<file path="src/rtl/pipe_ctrl.sv">
`default_nettype none
// ============================================================================
//  Module   : pipe_ctrl
//  Purpose  : Pipeline hazard controller. Freezes stages on hazards and memory
//             waits, and issues flush/redirect pulses on requests or bus timeouts.
//  Revision : 1.0  initial release
// ============================================================================
module pipe_ctrl #(
   parameter int unsigned TIMEOUT    = 16,
   parameter logic [31:0] EXC_VECTOR = 32'h0000_0180
) (
   input  logic        clk,
   input  logic        rst,
   input  logic        stallreq_id,
   input  logic        stallreq_ex,
   input  logic        mem_req,
   input  logic        mem_ack,
   input  logic        flush_req,
   input  logic [31:0] flush_pc,
   output logic [5:0]  stall,
   output logic        flush,
   output logic [31:0] new_pc,
   output logic        bus_err
);

   typedef enum logic [1:0] {
      S_IDLE     = 2'd0,
      S_MEM_WAIT = 2'd1,
      S_FLUSH    = 2'd2
   } state_t;

   localparam logic [7:0] c_tmo_last  = 8'(TIMEOUT - 1);
   localparam logic [5:0] c_stall_mem = 6'b011111;
   localparam logic [5:0] c_stall_ex  = 6'b001111;
   localparam logic [5:0] c_stall_id  = 6'b000111;

   state_t      state_q;
   logic [7:0]  cnt_q;
   logic        pend_q;
   logic [31:0] pend_pc_q;
   logic [31:0] new_pc_q;

   logic        w_idle_wait;
   logic        w_timeout;

   assign w_idle_wait = (state_q == S_IDLE) && mem_req && !mem_ack;
   assign w_timeout   = (state_q == S_MEM_WAIT) && !mem_ack && (cnt_q == c_tmo_last);

   // bus_err must coincide with the last wait cycle, so it is decoded from state
   assign bus_err = w_timeout && !rst;
   assign flush   = (state_q == S_FLUSH);
   assign new_pc  = new_pc_q;

   always_comb begin
      stall = 6'b000000;
      if (rst || state_q == S_FLUSH) begin
         stall = 6'b000000;
      end else if (state_q == S_MEM_WAIT || w_idle_wait) begin
         stall = c_stall_mem;
      end else if (stallreq_ex) begin
         stall = c_stall_ex;
      end else if (stallreq_id) begin
         stall = c_stall_id;
      end
   end

   always_ff @(posedge clk) begin
      if (rst) begin
         state_q   <= S_IDLE;
         cnt_q     <= 8'd0;
         pend_q    <= 1'b0;
         pend_pc_q <= 32'h0;
         new_pc_q  <= 32'h0;
      end else begin
         case (state_q)
            S_IDLE: begin
               if (mem_req && !mem_ack) begin
                  // memory access wins; a simultaneous redirect waits behind it
                  state_q <= S_MEM_WAIT;
                  cnt_q   <= 8'd0;
                  pend_q  <= flush_req;
                  if (flush_req) begin
                     pend_pc_q <= flush_pc;
                  end
               end else if (flush_req) begin
                  state_q  <= S_FLUSH;
                  new_pc_q <= flush_pc;
               end
            end

            S_MEM_WAIT: begin
               if (mem_ack) begin
                  cnt_q  <= 8'd0;
                  pend_q <= 1'b0;
                  if (flush_req) begin
                     state_q  <= S_FLUSH;
                     new_pc_q <= flush_pc;
                  end else if (pend_q) begin
                     state_q  <= S_FLUSH;
                     new_pc_q <= pend_pc_q;
                  end else begin
                     state_q <= S_IDLE;
                  end
               end else if (w_timeout) begin
                  // the exception vector supersedes any pending redirect
                  state_q  <= S_FLUSH;
                  new_pc_q <= EXC_VECTOR;
                  cnt_q    <= 8'd0;
                  pend_q   <= 1'b0;
               end else begin
                  cnt_q <= cnt_q + 8'd1;
                  if (flush_req) begin
                     pend_q    <= 1'b1;
                     pend_pc_q <= flush_pc;
                  end
               end
            end

            S_FLUSH: begin
               if (flush_req) begin
                  state_q  <= S_FLUSH;
                  new_pc_q <= flush_pc;
               end else begin
                  state_q <= S_IDLE;
               end
            end

            default: begin
               state_q <= S_IDLE;
               cnt_q   <= 8'd0;
               pend_q  <= 1'b0;
            end
         endcase
      end
   end

endmodule
`default_nettype wire
</file>
<file path="config.mk">
export PLATFORM = sky130hd
export DESIGN_NAME = pipe_ctrl
export DESIGN_NICKNAME = d
export VERILOG_FILES = /design/src/rtl/pipe_ctrl.sv
export SDC_FILE = /design/constraint.sdc
export NUM_CORES = 1
export LEC_CHECK = 0
export CAP_MARGIN = 0
export CORE_UTILIZATION = 50
export CTS_BUF_LIST = sky130_fd_sc_hd__clkbuf_2 sky130_fd_sc_hd__clkbuf_4 sky130_fd_sc_hd__clkbuf_8
export DETAILED_ROUTE_END_ITERATION = 7
export PLACE_DENSITY_LB_ADDON = 0.12
export SLEW_MARGIN = 20
export SYNTH_ARGS = -nofsm -noshare
export SYNTH_HDL_FRONTEND = slang
export SYNTH_SLANG_ARGS = --single-unit
</file>
<file path="constraint.sdc">
create_clock -name clk -period 2.6 [get_ports clk]
set_clock_uncertainty 0.1 [all_clocks]
set_input_delay 0.65 -clock clk [delete_from_list [all_inputs] [get_ports clk]]
set_output_delay 0.65 -clock clk [all_outputs]
set_load 0.05 [all_outputs]
</file>
==> results of run 1 <==
## cells in the final DEF, fill, tap and decap left out, types with 3 or more instances in the layout
cell and count:
sky130_fd_sc_hd__a211oi_1 30, sky130_fd_sc_hd__a21oi_1 31, sky130_fd_sc_hd__a31oi_1 30, sky130_fd_sc_hd__buf_12 8, sky130_fd_sc_hd__buf_4 23, sky130_fd_sc_hd__buf_6 3, sky130_fd_sc_hd__bufinv_16 3, sky130_fd_sc_hd__clkbuf_8 9
sky130_fd_sc_hd__clkdlybuf4s50_1 65, sky130_fd_sc_hd__dfxtp_1 73, sky130_fd_sc_hd__inv_1 4, sky130_fd_sc_hd__mux2i_1 36, sky130_fd_sc_hd__nand2b_1 66, sky130_fd_sc_hd__nor2_1 15, sky130_fd_sc_hd__o21a_1 30, sky130_fd_sc_hd__xor2_1 7
## flip-flops by register name, indices dropped and copies added, names as in the netlist
signal     flops
pend_pc_q     32
cnt_q          8
state_q        2
new_pc        32
pend_q         1
## cell families after synthesis
kind of cell	synth area share (%)
AND/OR/NAND/NOR	16.9
XOR/XNOR	1.61
other	0.0986
AO/OA/AOI/OAI	25.2
buffers and inverters	6.91
multiplexers	9.48
flip-flops	39.5
adder cells (fa/ha/maj)	0.329
## layer usage
metal  vias up  part of all wire [%]  global-route usage (%)
li1       1621                     -                       -
met3        14                   4.3                    4.34
met5         -                     0                       0
met2        73                    47                    39.6
met1      1559                    47                    31.8
met4         0                   1.5                    11.3
## area by class of cell
class	count	area share [%]
multi-input combinational	287	41.9
sequential	75	29.7
timing repair buffer	104	21.0
clock buffer	10	2.60
tap	99	2.45
clock inverter	5	2.03
inverter	4	0.297
antenna	1	0.0495
## repair_timing
item	4_1_cts	5_1_grt
resized for setup	7	6
setup endpoints to repair	3	5
pin swaps	1	2
setup buffers	0	1
endpoints found under the hold margin	0	0
gates cloned	0	0
## path summary, 6_finish.rpt
| kind | depth (start not counted) | slack [ns] | endpoint | start |
|---|---|---|---|---|
| setup / recovery | 4 | 0.12 | bus_err | cnt_q[4] |
| hold / removal | 2 | 0.38 | pend_pc_q[7] | pend_pc_q[7] |
| setup reg to reg | 5 | 0.43 | new_pc[3] | state_q[1] |
| hold reg to reg | 2 | 0.38 | pend_pc_q[7] | pend_pc_q[7] |
## stage by stage
stage                     cells  worst slack [ns]
after CTS                   583           0.00942
after global routing        584            0.0377
after detailed placement    568           -0.0620
final                       585             0.123
after floorplan             413           -0.0698
after global placement      568           -0.0218
## critical path: cells and delay by family, from the launching register on
family | cells | cell delay, ns
buffers and inverters | 1 | 0.18
flip-flops | 1 | 0.37
AND/OR/NAND/NOR | 3 | 0.84
## power by group
part	internal [µW]	leakage (µW)	total (µW)	switching [µW]
registers	1230	0.000615	1280	53.6
logic	339	0.00108	810	471
clock network	641	0.000116	1080	434
total	2210	0.00181	3170	959
==> out/summary.md, run 1 <==
The die is 89.2 µm wide. The setup path with the least slack is of type register to output port. Once layout is complete, the utilization of the core stands at 69.4%. During synthesis, Yosys emitted a total of 0 warnings. The tools report the cell area after layout as 5060 µm². Largest stage delay on the critical path: 0.40 ns.

Setup repair after global routing left no endpoint under its margin. The logs give 5930 µm for the estimated wirelength of the detail-placed design and 0 for the total of hold buffers inserted after clock tree synthesis. Timing would allow up to 404 MHz. The number of global-route vias before repair was 3,121. After floorplanning, the core was divided into 31 placement rows. The design draws 3170 µW. After layout, the minimum clock period comes to 2.48 ns. Summing every instance area after synthesis gives 3800 µm². sky130_fd_sc_hd__dfxtp_1 takes more of the synthesized area than any other cell.

Wire length per cell after detailed routing: 15.7 µm. The number of enable-type register cells in the synthesized netlist is 0. The placed instances occupy a cell area of 4780 µm².

The per-cell via count in the routed design is 5.58. After global routing the overflow that remains totals 0. Across all layers, the routed design uses 3,267 vias. By area the synthesized netlist is led by sky130_fd_sc_hd__dfxtp_1 39%, sky130_fd_sc_hd__nand2b_1 11%, sky130_fd_sc_hd__mux2i_1 9.5%, sky130_fd_sc_hd__a211oi_1 6.1%, sky130_fd_sc_hd__o21a_1 6.1%. The first global-routing pass estimated 14,800 µm of wire.

The leakage dissipation came out at 0.00181 µW. In this run the deepest clock path goes through 2 buffers. After detailed routing, the number of remaining DRC violations is 0. The area growth from synthesis to layout is 33.0%. Total power divided by cell area: 626 nW/µm².

The headroom to the max-slew limit was 54.6%. For this run, the detailed router's first-pass iteration total came to 4. Transition time at the pin with the least slew margin: 0.681 ns. Among all flip-flop cells after synthesis, the most frequent one is sky130_fd_sc_hd__dfxtp_1. The tool flagged a number of max-cap violations equal to 0. Walking the worst path, the cells encountered are nor4_4, nand2_1, nor4_4, buf_12. The number of buffers added on ports is 77, and the gate count of the mapped netlist is 413. The count of endpoints failing hold in the final timing report was 0.

The tools report the source-to-sink clock delay at the later pin of the worst-skew pair as 0.35 ns. The pin count of the biggest net entering global routing was 90; the sequential-to-total area share from yosys stat was 39.5%. The run gives 0 as the number of antenna violations at the first check in global routing. In the post-synthesis netlist, the cell with the most instances is sky130_fd_sc_hd__dfxtp_1.

Across all hold checks on the routed design, the worst slack comes to 0.380 ns. Of all nets on the critical path, the largest fanout is 4. The per-instance average area after synthesis works out to 9.21 µm².

Worst min-delay path category: register to register. The first routing iteration left 112 violations. The post-route netlist has 14.8% of its cells at a drive strength greater than 1. The worst endpoint required time came out at 1.85 ns.

The proportion of netlist area held by the largest area contributor works out to 39.5%. The run finished with clean final reports. The run gives 52.1% as the starting utilization of the core area. 79 I/O pins were placed. The run gives 75 as the total clock sinks.

The cell that appears most often on the critical path is sky130_fd_sc_hd__nor4_4. The tools report the total die area as 7960 µm². Sort of element at the start of the critical path: a register.

The fill cell instance count of the final layout was 590; the storage element area was 1500 µm². The number of storage elements in the synthesis netlist is 75, and the net count of the mapped netlist is 453. The number of setup violations in the final report is 0, and the post-synthesis async set-or-reset flop share is 0%. Final-report max-slew violation count: 0.

In this run the standard cell core region covers 7290 µm². The number of levels in the clock H-tree came out at 3. IR analysis of the VDD net gives a maximum drop of 446 µV.

The final layout net count came out at 521. The fraction of the cycle the final worst path needs works out to 95.3%. The die span in y works out to 89.2 µm. In this run, CTS created clock tree buffers numbering 9.

For this design, the slowest cell found on the critical path is sky130_fd_sc_hd__nor4_4. The worst endpoint data arrival time was 1.73 ns. The routed design has 9180 µm of wire.

Endpoint class of the critical path: an output port. Counting distinct cell types in the post-synthesis netlist gives 44. For the setup TNS, the log shows 0 ns. Once detail routing completed, the nets flagged for antenna violations numbered 0. After clock tree synthesis, the clock-pin slew on the worst setup and hold paths is 0.07 ns.

In the synthesized netlist, the cells that appear most often are 75 x sky130_fd_sc_hd__dfxtp_1, 66 x sky130_fd_sc_hd__nand2b_1, 36 x sky130_fd_sc_hd__mux2i_1. The tree is rooted in a sky130_fd_sc_hd__clkbuf_8. In the global route stage, overall resource usage came out at 24.5%. Summing all multi-input logic gate instances after layout gives 2120 µm². The congestion estimate from routability-driven global placement came to 0.788. TritonCTS built the clock tree.
No activity file was read; power rests on OpenSTA's default activity.
==> run 2, diff against run 1 <==
Settings changed: CORE_UTILIZATION 50 to 48, GPL_ROUTABILITY_DRIVEN set to 0, SKIP_LAST_GASP set to 1.
Clock period 2.6 ns to 2 ns, I/O delays scaled along.
==> run 2 against run 1 <==
The run now ends with negative setup slack left. Flip-flop and latch count is the same. Clock power grew 14%. Via count is 4.0% higher. Largest cell class unchanged. Wire length up 6.2%. Critical endpoint unchanged. Combinational power up 42%.
==> out/summary.md, run 2 (synthesis gave the netlist of run 1 again) <==
The worst endpoint required time was 1.40 ns. In the final layout, the share of cells above drive strength 1 is 27.7%. The number of levels in the clock H-tree was 3; the placeable core area was 7690 µm². CTS placed an instance of sky130_fd_sc_hd__clkbuf_8 at the clock tree root. The tools report the post-route worst setup slack as -0.160 ns. The repair_antennas step left the layout with diodes totalling 0.

The logs give 146 for the count of routing violations after the opening detailed-route iteration and 4 for the first-pass iteration count of the detailed router. The overall routed net length was 9750 µm. The starting utilization of the core area came out at 49.5%. The tools report the leakage dissipation as 0.00202 µW. Measured along the x axis, the die boundary spans 91.0 µm.

In the final routed layout, each cell accounts on average for 15.8 µm. After detailed routing, the number of vias per cell comes to 5.50. The total global routing overflow is 0. The run gives 618 as the number of cells in the finished layout apart from fillers.

The transition time at the pin with the least slew margin is 0.694 ns. Buffers placed on the I/O ports in this run total 77. For the number of setup violations in the final report, the log shows 5. Row generation in the floorplan step produced 32 rows. The fraction of the cycle the final worst path needs is 108%, and the register clock-pin slew on the reported worst setup and hold paths is 0.08 ns.

The checks that failed: negative setup slack. Setup repair after global routing could not meet its margin everywhere. The routed layout has 3,398 vias. The maximum vdd ir drop is 476 µV. The number of antenna violations at the first check in global routing is 0, and the number of instances in the placed design is 591.

The clock passes through at most 2 buffers. Setup total negative slack on the finished layout was measured at -0.250 ns. The area added between synthesis and finish works out to 39.8%.

STA classifies the critical path endpoint as an output port. The run gives 91 as the pin count of the biggest net entering global routing. TritonCTS built the clock tree.

The cell area after layout came out at 5310 µm². The top cell types in the final layout, fill and taps aside, are 75 x sky130_fd_sc_hd__buf_4, 70 x sky130_fd_sc_hd__dfxtp_1, 66 x sky130_fd_sc_hd__nand2b_1. Subtracting the final worst setup slack from the clock period gives 2.16 ns. Once detail routing completed, the nets flagged for antenna violations numbered 0.

The die span in y came out at 91.0 µm. The highest clock frequency the design can meet was 463 MHz; the number of buffers created by CTS was 9. Global routing used 24.2% of the available tracks. For this design the ratio of total power to cell area is 762 nW/µm². The largest driver fanout on the critical path was 2; the number of global-route vias before repair was 3,422.

Data on the critical path arrives at its endpoint at 1.56 ns. The final-report max-slew violation count is 0. The tree built by TritonCTS fans out to 75 sinks. Across the run, the number of max-cap violations was 0. The count of unresolved DRC violations after routing was 0. The logs give 79 for the number of ports placed on the die boundary and 8280 µm² for the total die area. The placed instances occupy a cell area of 4900 µm².

The run gives 0 as the total of hold buffers inserted after clock tree synthesis. Sort of element at the start of the critical path: a register. The flow ran to the end, but the final reports show violations. The first global-routing pass estimated 16,200 µm of wire. The tools report the headroom to the max-slew limit as 53.7%. By startpoint and endpoint, the worst setup path is classified as register to output port. For this run, the post-layout net count is 551.

Most common library cell in the layout ignoring fill and taps: sky130_fd_sc_hd__buf_4. Clock latency on the worst-skew pair, taken at its later pin, is 0.34 ns. The estimated wirelength of the detail-placed design is 6490 µm. In this run the worst hold path is classified as register to register. The tools report the count of endpoints failing hold in the final timing report as 0.
## run 2: what timing repair did
item	in CTS	in global routing
buffers inserted	7	2
pin swaps	8	2
endpoints found under the setup margin	39	30
gates resized for setup	24	9
gates cloned	1	1
## run 2: final timing paths
kind                  from            end  slack [ns]  depth (start not counted)
max               cnt_q[7]        bus_err       -0.16                          4
max reg2reg       cnt_q[0]     new_pc[17]        0.03                          9
min reg2reg  pend_pc_q[14]  pend_pc_q[14]        0.38                          2
min          pend_pc_q[14]  pend_pc_q[14]        0.38                          2
## run 2: layer usage
metal | share of wire (%) | routed length, µm | vias to the layer above | GRT usage, %
met1 | 46 | 4480 | 1619 | 31.3
met3 | 4.2 | 405 | 14 | 4.36
met2 | 48 | 4720 | 89 | 40.8
met5 | 0 | 0 | - | 0
met4 | 1.4 | 140 | 0 | 8.20
li1 | - | - | 1676 | -
## run 2: power by group
| group | internal, µW | leakage [µW] | total [µW] | switching [µW] |
|---|---|---|---|---|
| registers | 1600 | 0.000617 | 1660 | 66.4 |
| logic | 500 | 0.00130 | 1150 | 650 |
| clock network | 675 | 0.000108 | 1230 | 560 |
## run 2: critical path, cell delays in order, from the launching register on
cell	delay, ns
sky130_fd_sc_hd__dfxtp_2	0.34
sky130_fd_sc_hd__nor4_4	0.33
sky130_fd_sc_hd__nand2_1	0.14
sky130_fd_sc_hd__nor4_4	0.23
sky130_fd_sc_hd__buf_12	0.18
## run 2: area by class of cell
type	count	area, µm²
inverters	4	17.5
repair buffers	134	1290
clock buffers	12	165
flip-flops and latches	75	1510
well taps	102	128
multi-input cells	287	2150
clock inverters	4	47.5
fillers	646	2370
## run 2: through the flow
step / worst slack, ns / utilization (%) / total power, µW / hold WS (ns)
floorplan: -0.181 / - / 2400 / 0.349
global placement: -0.408 / 63.8 / 2760 / 0.358
detailed placement: -0.489 / 63.8 / 2780 / 0.361
CTS: -0.165 / 68.4 / 4060 / 0.378
global route: -0.250 / 69.1 / 4210 / 0.388
finish: -0.160 / 69.1 / 4050 / 0.377
==> run 3, diff against run 2 <==
Settings changed: CAP_MARGIN 0 to 10.
==> results of run 3 <==
Final layout, timing and power as in run 2 (identical DEF).
